`src/rtl/flt_pkg.sv`:
```
// flt_pkg: shared types and constants for the half-float to integer converter
package flt_pkg;
  typedef enum logic [1:0] {IDLE, SHIFT, ROUND, FINISH} state_t;
  typedef enum logic [1:0] {C_ZERO, C_RIGHT, C_LEFT, C_SPECIAL} class_t;
  localparam int EXP_W = 5;
  localparam int MANT_W = 10;
  localparam int INT_W = 16;
  localparam int EXP_ALIGN = 25;
  localparam int EXP_HALF = 14;
  localparam int EXP_SAT = 30;
  localparam logic [INT_W-1:0] INT_MAX = 16'h7FFF;
  localparam logic [INT_W-1:0] INT_MIN = 16'h8000;
endpackage

```
`src/rtl/flt_classify.sv`:
```
// flt_classify: sorts a half float into zero, right/left shift or preset special result
module flt_classify
  import flt_pkg::*;
#(
  parameter int BIAS = 15,
  parameter logic [INT_W-1:0] NAN_VAL = 16'h0000
) (
  input  logic [INT_W-1:0] Flt_in,
  output class_t           cls,
  output logic             dir,
  output logic [3:0]       cnt,
  output logic [INT_W-1:0] preset,
  output logic             ovf
);
  localparam int ALIGN = BIAS + MANT_W;
  logic s;
  logic [EXP_W-1:0] e;
  logic [MANT_W-1:0] m;
  assign {s, e, m} = Flt_in;
  // exponent decides the path; specials carry their final result and overflow flag
  always_comb begin
    cls = C_ZERO;
    dir = 1'b0;
    cnt = '0;
    preset = '0;
    ovf = 1'b0;
    if (int'(e) < EXP_HALF) begin
      cls = C_ZERO;
    end else if (int'(e) < ALIGN) begin
      cls = C_RIGHT;
      cnt = 4'(ALIGN - int'(e));
    end else if (int'(e) < EXP_SAT) begin
      cls = C_LEFT;
      dir = 1'b1;
      cnt = 4'(int'(e) - ALIGN);
    end else begin
      cls = C_SPECIAL;
      preset = (int'(e) == EXP_SAT + 1 && m != '0) ? NAN_VAL : s ? INT_MIN : INT_MAX;
      ovf = !(int'(e) == EXP_SAT && s && m == '0);
    end
  end
endmodule

```
`src/rtl/flt2int.sv`:
```
// flt2int: sequential half float to int16 converter with round-to-nearest-even and saturation
module flt2int
  import flt_pkg::*;
#(
  parameter int BIAS = 15,
  parameter logic [INT_W-1:0] NAN_VAL = 16'h0000
) (
  input  logic             Clk,
  input  logic             Reset,
  input  logic             Start,
  input  logic [INT_W-1:0] Flt_in,
  output logic [INT_W-1:0] Int_out,
  output logic             Done,
  output logic             Ovf
);
  class_t cls;
  logic dir_c, ovf_c;
  logic [3:0] cnt_c;
  logic [INT_W-1:0] preset;
  state_t state;
  logic s, dir, guard, sticky, ovf_r;
  logic [3:0] cnt;
  logic [INT_W-1:0] mag;
  flt_classify #(.BIAS(BIAS), .NAN_VAL(NAN_VAL)) u_cls (
    .Flt_in(Flt_in),
    .cls(cls),
    .dir(dir_c),
    .cnt(cnt_c),
    .preset(preset),
    .ovf(ovf_c)
  );
  // control FSM and magnitude datapath; specials are stored as an unsigned preset
  always_ff @(posedge Clk) begin
    if (!Reset) begin
      state <= IDLE;
      s <= 1'b0;
      dir <= 1'b0;
      guard <= 1'b0;
      sticky <= 1'b0;
      ovf_r <= 1'b0;
      cnt <= '0;
      mag <= '0;
      Int_out <= '0;
      Done <= 1'b0;
      Ovf <= 1'b0;
    end else begin
      Done <= 1'b0;
      case (state)
        IDLE: if (Start) begin
          s <= Flt_in[INT_W-1] && cls != C_SPECIAL;
          mag <= cls == C_SPECIAL ? preset : cls == C_ZERO ? '0 : INT_W'({1'b1, Flt_in[MANT_W-1:0]});
          cnt <= cnt_c;
          dir <= dir_c;
          guard <= 1'b0;
          sticky <= 1'b0;
          ovf_r <= ovf_c;
          state <= (cls == C_RIGHT || (cls == C_LEFT && cnt_c != '0)) ? SHIFT : cls == C_LEFT ? ROUND : FINISH;
        end
        SHIFT: begin
          if (dir) begin
            mag <= mag << 1;
          end else begin
            sticky <= sticky | guard;
            guard <= mag[0];
            mag <= mag >> 1;
          end
          cnt <= cnt - 4'd1;
          if (cnt == 4'd1) state <= ROUND;
        end
        ROUND: begin
          mag <= mag + INT_W'(guard & (sticky | mag[0]));
          state <= FINISH;
        end
        FINISH: begin
          Int_out <= s ? -mag : mag;
          Done <= 1'b1;
          Ovf <= ovf_r;
          state <= IDLE;
        end
      endcase
    end
  end
endmodule

```
`config.mk`:
```
export PLATFORM = sky130hd
export DESIGN_NAME = flt2int
export DESIGN_NICKNAME = d
export VERILOG_FILES = /design/src/rtl/flt_pkg.sv /design/src/rtl/flt_classify.sv /design/src/rtl/flt2int.sv
export SDC_FILE = /design/constraint.sdc
export NUM_CORES = 1
export LEC_CHECK = 0
export ABC_AREA = 0
export ABC_CLOCK_PERIOD_IN_PS = 3500
export CORE_UTILIZATION = 39
export DETAILED_ROUTE_END_ITERATION = 16
export GPL_ROUTABILITY_DRIVEN = 0
export GPL_TIMING_DRIVEN = 0
export MAX_ROUTING_LAYER = met4
export PLACE_DENSITY = 0.61
export SYNTH_ARGS = -nofsm -noshare
export SYNTH_HDL_FRONTEND = slang
export SYNTH_SLANG_ARGS = --single-unit
export TNS_END_PERCENT = 100
```
`constraint.sdc`:
```
create_clock -name Clk -period 3.5 [get_ports Clk]
set_clock_uncertainty 0.1 [all_clocks]
set_input_delay 0.7 -clock Clk [delete_from_list [all_inputs] [get_ports Clk]]
set_output_delay 0.7 -clock Clk [all_outputs]
set_load 0.05 [all_outputs]
```
After elaboration in Yosys (flattened, before gate mapping)
Index checks and enable logic that the tools add are counted.

word-level totals
  bits of input ports = 19
  logic and storage cells = 90
  register bits = 45
  output and inout port bits = 18

operators by class
  $lt $le $gt $ge = 3
  mux-type cells = 36
  equality and inequality tests = 13
  add/subtract/negate cells = 5
  reductions and logical operators = 19
  bitwise gates (word level) = 3

operators with widths
  operator                                            number
  two-way mux 16 bit                                  9
  case mux 16 bit (3 select lines)                    1
  adder 16 x 1 -> 16 bit                              1
  two-way mux 4 bit                                   4
  negation 16 bit                                     1
  two-way mux 1 bit                                   12
  two-way mux 11 bit                                  1
  logical NOT 10 bit                                  1
  < comparator 5 bit, second input constant           2
  two-way mux 2 bit                                   5
  nonzero test 10 bit                                 1
  == test 2 bit, second input constant                4
  != test 2 bit, second input constant                4
  case mux 2 bit (4 select lines)                     1
  case mux 4 bit (2 select lines)                     1
  AND reduction 2 bit                                 4
  == test 5 x 1 -> 1 bit, second input constant       1
  == test 5 x 2 -> 1 bit, second input constant       1
  logical AND 1 bit                                   5
  < comparator 5 x 4 -> 1 bit, second input constant  1
  == test 2 x 1 -> 1 bit, second input constant       2
  == test 4 x 1 -> 1 bit, second input constant       1
  logical NOT 2 bit                                   2
  case mux 1 bit (2 select lines)                     2
  other kinds (11)                                    12

Longest topological paths before layout
  depth in word-level cells = 10
  gate-level depth with buffers = 9
  depth with buffers taken out = 8

Modules after synthesis
Synthesis repeated with hierarchy kept, for this count alone.

unflattened totals
  cells, all modules = 462
  area, all modules = 3722.3 µm²

by module, submodules not included
  module        sequential area each (µm²)  instances  cells an instance  area an instance (µm²)
  flt2int       900.9                       1          408                3313.2
  flt_classify  0.0                         1          54                 409.1

Worst setup path before layout
OpenSTA, ideal clock, no wires.

  path type = in2reg
  start point = input port Flt_in[11]
  end point = register mag[3]
  path buffers = 1
  arrival = 2160 ps
  library setup time = 117 ps
  path slack = 1122 ps
  stages on the path = 8
  cells stage by stage = inv_1 > ha_1 > a21boi_1 > nor3_1 > a21o_1 > clkbuf_1 > a21o_1 > a32o_1

on the way
  cells in the longest elaborated chain, start to end = 9
  elaborated cells on any way between the ends = 18

RTL lines
  item                                                                 line                                    text
  from (decl)                                                          flt2int.sv:11                           input logic [INT_W-1:0] Flt_in,
  < comparator 5 bit / == test 5 x 1 -> 1 bit (equally long branches)  flt_classify.sv:32, flt_classify.sv:38
  two-way mux 1 bit / logical AND 1 bit (equally long branches)        flt_classify.sv:32, flt_classify.sv:38
  two-way mux 2 bit / two-way mux 16 bit (equally long branches)       flt_classify.sv:29, flt_classify.sv:38
  two-way mux 2 bit / two-way mux 16 bit (equally long branches)       flt_classify.sv:27, flt_classify.sv:32
  logical NOT 2 bit / two-way mux 16 bit (equally long branches)       flt2int.sv:51, flt_classify.sv:29
  two-way mux 11 bit / two-way mux 16 bit (equally long branches)      flt2int.sv:51, flt_classify.sv:27
  two-way mux 16 bit (*)                                               flt2int.sv:51                           mag <= cls == C_SPECIAL ? preset : cls == C_ZERO ? '0 : INT_W'({1'b1, Flt_in[MANT_W-1:0]});
  two-way mux 16 bit (*)                                               flt2int.sv:49                           IDLE: if (Start) begin
  case mux 16 bit (3 select lines) (*)                                 flt2int.sv:48                           case (state)
  to (signal assigned)                                                 flt2int.sv:51
  to (signal assigned)                                                 flt2int.sv:61                           mag <= mag << 1;
  to (signal assigned)                                                 flt2int.sv:65                           mag <= mag >> 1;
  to (decl)                                                            flt2int.sv:23                           logic [INT_W-1:0] mag;

Mark *: on every way between the ends. The rest lies on a longest branch, timed or not. The select of a mux whose other input is x is not followed.
A chain may end at the register's enable or synchronous reset.

Worst setup path in the final report
  start point = input port Flt_in[12]
  end point = register mag[3]

The elaborated chain is that of the path after synthesis.

==> impl_metrics.json <==
{
  "finalSetupTns_ns": 0,
  "dieHeight_um": 92.7,
  "start_util_pct": 40.9,
  "rows": 32,
  "pwr_density_cell_nw_per_um2": 775,
  "max_freq_mhz": 339,
  "min_path_type": "flop to flop",
  "synth_cell_types": 58,
  "postPlaceCellArea_um2": 3690,
  "yosys_most_used_dff": "dfxtp_1",
  "yosys_warnings": 0,
  "num_vias": 3203,
  "syn-cell-area_um2": 3210,
  "cts_sinks": 45,
  "fp.dieW_um": 92.7,
  "drt_iter0_markers": 334,
  "hold_viol": 0,
  "finalNetCount": 481,
  "dp_hpwl_um": 6650,
  "diodes": 0,
  "antenna_found_initial": 0,
  "root_buffer": "clkbuf_8",
  "io_pins": 37,
  "final_area_um2": 3790,
  "required_ns": 3.60,
  "cts_buffer_depth": 2,
  "critPathKind": "primary input to flop",
  "power.leakage_uw": 0.00128,
  "io_buffers": 35,
  "syn_to_final_growth_pct": 18.1,
  "drive_gt1_share_pct": 5.61,
  "grt_pass1_wl_um": 14600,
  "cp-start-kind": "primary input",
  "yosysTopAreaCell": "dfxtp_1",
  "track_usage_pct": 22.2,
  "fin_crit_sh_pct": 84.4,
  "drv_slew": 0,
  "final_cell_mix": "dfxtp_1, clkdlybuf4s50_1, clkbuf_1, nor2_1, nand2_1",
  "critPathCaptureType": "flop",
  "h-tree-depth": 2,
  "ir_drop_v": 0.000284,
  "coreArea_um2": 7850,
  "outcome": "completed",
  "yosys.area.top_type_share_pct": 28.1,
  "clock_latency_ns": 0.30,
  "syn_avg_cell_area_um2": 7.94,
  "cts_tree": "yes",
  "fillCellCount": 806,
  "die_area_um2": 8590,
  "crit_fanout": 10,
  "grt.overflow.total": 0,
  "wire_per_inst_um": 16.1,
  "cts_hold_buf": 0,
  "finalCriticalPeriod_ns": 2.95,
  "synthTopCellsByArea": "dfxtp_1, ha_1, mux2i_1",
  "slew-limit-headroom_pct": 49.0,
  "synth_cells": 404,
  "grt_max_degree": 14,
  "setup_viol": 0,
  "ant_nets": 0,
  "cts_resized": 0,
  "synth_edf_count": 0,
  "synth_seq_cells": 45,
  "cp.arrival_ns": 3.05,
  "cts_buffers": 5,
  "drt_pass1_iterations": 5,
  "yosysSeqAreaShare_pct": 28.1,
  "grt_pass1_vias": 2900,
  "clkTransAtPathRegs_ns": 0.09,
  "async_reset_ff_share_pct": 0,
  "drt-total-wl_um": 8840,
  "worst_hold_slack_ns": 0.363,
  "drcViolationCount": 0,
  "cap_violations": 0,
  "rsz0062_at_grt": "false",
  "via_per_inst": 5.84,
  "syn_nets": 439,
  "worst_slew_pin_slew_ns": 0.744,
  "postCtsSetupRepairBufs": 0,
  "final_common_cell": "dfxtp_1"
}
==> report_power, final <==
part | internal, uW | switching, uW
combinational | 660 | 1170
clock | 208 | 182
sequential | 639 | 79.1
==> synth_stat cells (all sizes together), types with 4 or more instances <==
library cell / instances
nand3: 13
buf: 7
a21o: 8
o21ai: 24
a211oi: 16
nor4: 6
a21oi: 21
a22oi: 4
ha: 16
nor2: 28
inv: 15
a32o: 7
xnor2: 10
nand4: 5
clkbuf: 30
nand2: 28
o31ai: 4
dfxtp: 45
nor3: 15
xor2: 11
mux2i: 14
o221ai: 7
or3: 6
o41ai: 6
or2: 4
==> routing by layer <==
layer	up-vias	routed length, um	GRT usage, %
met5	-	0	-
met4	0	93	5.26
met3	8	509	2.96
met2	117	3970	34.8
met1	1494	4260	30.3
li1	1584	-	-
==> layout make-up <==
cell class	count	area [um2]	area share, %
Inverter	17	63.8	1.68
Timing Repair Buffer	35	350	9.24
Multi-Input combinational cell	305	2100	55.4
Sequential cell	45	901	23.8
Buffer	37	144	3.80
Clock inverter	2	35.0	0.924
Tap cell	102	128	3.37
Clock buffer	5	68.8	1.82
==> per-stage QoR <==
stage	total power [uW]	instances	util (%)	setup WS, ns
after floorplan	2070	404	-	1.12
after global placement	2530	541	47.0	0.236
after detailed placement	2520	541	47.0	0.217
after CTS	2920	548	48.3	0.542
after global routing	3150	548	48.3	0.348
final	2940	548	48.3	0.547
==> kinds of logic after synthesis <==
group	Yosys count	synth area share [%]
AND/OR/NAND/NOR	126	19.8
AO/OA/AOI/OAI	125	28.3
buffers and inverters	54	6.47
flip-flops	45	28.1
XOR/XNOR	21	5.73
multiplexers	17	5.42
adder cells (fa/ha/maj)	16	6.24
==> sequential cells by signal, summed over array words and instances, names as in the netlist <==
signal,count
Done,1
cnt,4
ovf_r,1
dir,1
state,2
sticky,1
s,1
guard,1
mag,16
Int_out,16
Ovf,1
==> worst max-delay path, cell delays in order <==
cell and delay [ns]:
clkdlybuf4s50_1 0.58, inv_1 0.09, ha_1 0.24, a21boi_1 0.39
nor3_1 0.10, a21o_1 0.22, clkbuf_1 0.24, a21o_1 0.24
a32o_1 0.24
==> worst paths after layout <==
path / startpoint / endpoint / slack [ns] / cells past startpoint
max reg2reg: state[0]$_SDFFE_PN0P_ / mag[10]$_SDFFE_PN0P_ / 0.80 / 6
min reg2reg: ovf_r$_SDFFE_PN0P_ / ovf_r$_SDFFE_PN0P_ / 0.36 / 2
min: ovf_r$_SDFFE_PN0P_ / ovf_r$_SDFFE_PN0P_ / 0.36 / 2
max: Flt_in[12] / mag[3]$_SDFFE_PN0P_ / 0.55 / 9
(Power assumes the default switching activity.)
==> patch: new RTL, config.mk and constraints unchanged <==
Encoding of `state_t`: now one-hot (4 bits for 4 states).
--- a/src/rtl/flt_pkg.sv
+++ b/src/rtl/flt_pkg.sv
@@ -1,6 +1,6 @@
 // flt_pkg: shared types and constants for the half-float to integer converter
 package flt_pkg;
-  typedef enum logic [1:0] {IDLE, SHIFT, ROUND, FINISH} state_t;
+  typedef enum logic [3:0] {IDLE = 4'b0001, SHIFT = 4'b0010, ROUND = 4'b0100, FINISH = 4'b1000} state_t;
   typedef enum logic [1:0] {C_ZERO, C_RIGHT, C_LEFT, C_SPECIAL} class_t;
   localparam int EXP_W = 5;
   localparam int MANT_W = 10;
Function: same outputs for any inputs over 10 cycles, from zero or initial values and one cycle with Reset low; not proved beyond that.
==> patch against the unedited design <==
Setup slack worse by 0.20 ns. Sequential cell count is 2 higher. Sequential share of layout area is 0.62 points higher. Cell area is 1.8% higher. Routed wire length is 8.0% higher. Total power is 12% lower. Largest cell class unchanged. Synthesized area is 1.6% higher. Maximum frequency is 6.3% lower. Critical path type unchanged.
==> patch: results (changes against the unedited design) <==
| Metric | This run | Delta |
|:---|:---|:---|
| DRT iter0 DRCs | 314 | was 334 |
| Share of final-layout standard cells stronger than drive strength 1 | 0.1036 | was 0.05605 |
| Final cycle utilization of the critical path | 0.9007 | was 0.8438 |
| Internal portion of total power | 0.001370 W | was 0.001507 W |
| Detailed-route vias per instance | 5.921 | was 5.845 |
| Clock Pin Slew Worst Setup and Hold Paths | 0.09 ns | about the same |
| Rel. slew slack | 0.3730 | was 0.4899 |
| Global-route wire length before repair | 15.41 mm | was 14.65 mm |
| Worst hold margin | 0.3701 ns | was 0.3627 ns |
| Leading registers by flop count | Int_out x16, mag x16 | was Int_out x16, mag x16, cnt x4 |
| All-layer global routing usage | 0.2340 | was 0.2216 |
| Vias in the first global route | 2995 | was 2900 |
| Number of nets in the layout | 479 | was 481 |
| Net Count, Synth | 436 | was 439 |
| Multiplexer share of the synthesized area | 0.05300 | was 0.05421 |
| Leading cell types by total area after synthesis | sky130_fd_sc_hd__dfxtp_1, sky130_fd_sc_hd__ha_1, sky130_fd_sc_hd__o21ai_0, sky130_fd_sc_hd__xnor2_1, sky130_fd_sc_hd__xor2_1 | was sky130_fd_sc_hd__dfxtp_1, sky130_fd_sc_hd__ha_1, sky130_fd_sc_hd__mux2i_1, sky130_fd_sc_hd__o21ai_0, sky130_fd_sc_hd__a211oi_1 |
| Flop-to-flop setup slack | 1.16 ns | was 0.80 ns |
| P_leak | 1.378 nW | was 1.280 nW |
| CP max FO | 8 | was 10 |
| Xor and xnor area share after synthesis | 0.08602 | was 0.05733 |
| Worst path arrival time | 3.29 ns | was 3.05 ns |
| List of most frequent post-synthesis cells | sky130_fd_sc_hd__dfxtp_1, sky130_fd_sc_hd__nand2_1, sky130_fd_sc_hd__o21ai_0 | was sky130_fd_sc_hd__dfxtp_1, sky130_fd_sc_hd__clkbuf_1, sky130_fd_sc_hd__nand2_1, sky130_fd_sc_hd__nor2_1, sky130_fd_sc_hd__o21ai_0 |
| Count of distinct cell types in the synthesized netlist | 57 | was 58 |
| Number of port buffers | 34 | was 35 |
| Pin count of the biggest net entering global routing | 13 | was 14 |
| Gate count after technology mapping | 402 | was 404 |
| Adder and majority gate portion of the synthesized area | 0.05760 | was 0.06240 |
| Place WS | -0.7331 ns | was 0.2171 ns |
| Fraction of the mapped netlist area in compound gates | 0.2535 | was 0.2828 |
| Maximum resistive drop on vdd | 0.3018 mV | was 0.2843 mV |
| Run status | finished clean | unchanged |
| Placed cell areas | 3726 µm² | was 3686 µm² |
| Cells after DPL | 538 | was 541 |
| Worst-skew pair later-pin latency | 0.30 ns | about the same |
| Share of synthesized area occupied by flip-flops and latches | 0.2888 | was 0.2808 |
==> patch: what timing repair did <==
item / in CTS / in global routing
gates cloned: 0 / 1
gates resized for setup: 10 / 3
pin swaps: 0 / 2
buffers inserted: 0 / 1
endpoints found under the setup margin: 11 / 13
==> patch: power groups by stage <==
stage	Clock (W)	Combinational, W	Sequential (W)
floorplan	0	0.00104	0.000836
global placement	0	0.00144	0.000783
finish	0.000314	0.00150	0.000778
detailed placement	0	0.00146	0.000788
global route	0.000336	0.00164	0.000794
CTS	0.000320	0.00147	0.000774
==> patch: layer usage <==
layer,track usage,part of all wire,up-vias
met3,0.04228,0.070,16
met1,0.3180,0.46,1542
met2,0.3517,0.45,123
li1,-,-,1552
met5,-,0,-
met4,0.07308,0.021,0
==> patch: critical path: stages <==
cell and delay, ns:
sky130_fd_sc_hd__dlymetal6s2s_1 0.20, sky130_fd_sc_hd__inv_1 0.12, sky130_fd_sc_hd__ha_1 0.23, sky130_fd_sc_hd__a21boi_2 0.18
sky130_fd_sc_hd__or2_2 0.28, sky130_fd_sc_hd__clkbuf_2 0.18, sky130_fd_sc_hd__nor2_4 0.14, sky130_fd_sc_hd__nor2_2 0.06
sky130_fd_sc_hd__ha_1 0.26, sky130_fd_sc_hd__a211oi_2 0.34, sky130_fd_sc_hd__clkbuf_8 0.22, sky130_fd_sc_hd__o2bb2ai_1 0.11
sky130_fd_sc_hd__a21oi_1 0.06, sky130_fd_sc_hd__a31oi_1 0.19
==> patch: kinds of logic after synthesis <==
logic type | count (synthesis)
adder cells (fa/ha/maj) | 15
buffers and inverters | 57
multiplexers | 16
flip-flops | 47
AND/OR/NAND/NOR | 116
XOR/XNOR | 32
AO/OA/AOI/OAI | 119
==> patch: stage by stage <==
stage	util	setup TNS, ns
5_1_grt	0.4891	0
4_1_cts	0.4859	0
3_3_place_gp	0.4724	-7.777
2_1_floorplan	-	0
6_report	0.4891	0
3_5_place_dp	0.4724	-8.217
==> patch: final timing paths <==
check                                  from           to  cells after the start
worst max-delay path             Flt_in[11]       mag[9]                     14
worst max register to register     state[0]      mag[10]                      5
worst min-delay path            Int_out[10]  Int_out[10]                      2
worst min register to register  Int_out[10]  Int_out[10]                      2
==> patch: area by class of cell <==
| class | count | area, µm² |
|---|---|---|
| fillers | 778 | 4030 |
| multi-input cells | 298 | 2097 |
| flip-flops and latches | 47 | 940.9 |
| repair buffers | 36 | 360.3 |
| plain buffers | 40 | 195.2 |
| well taps | 102 | 127.6 |
| clock buffers | 6 | 72.57 |
| inverters | 17 | 63.81 |
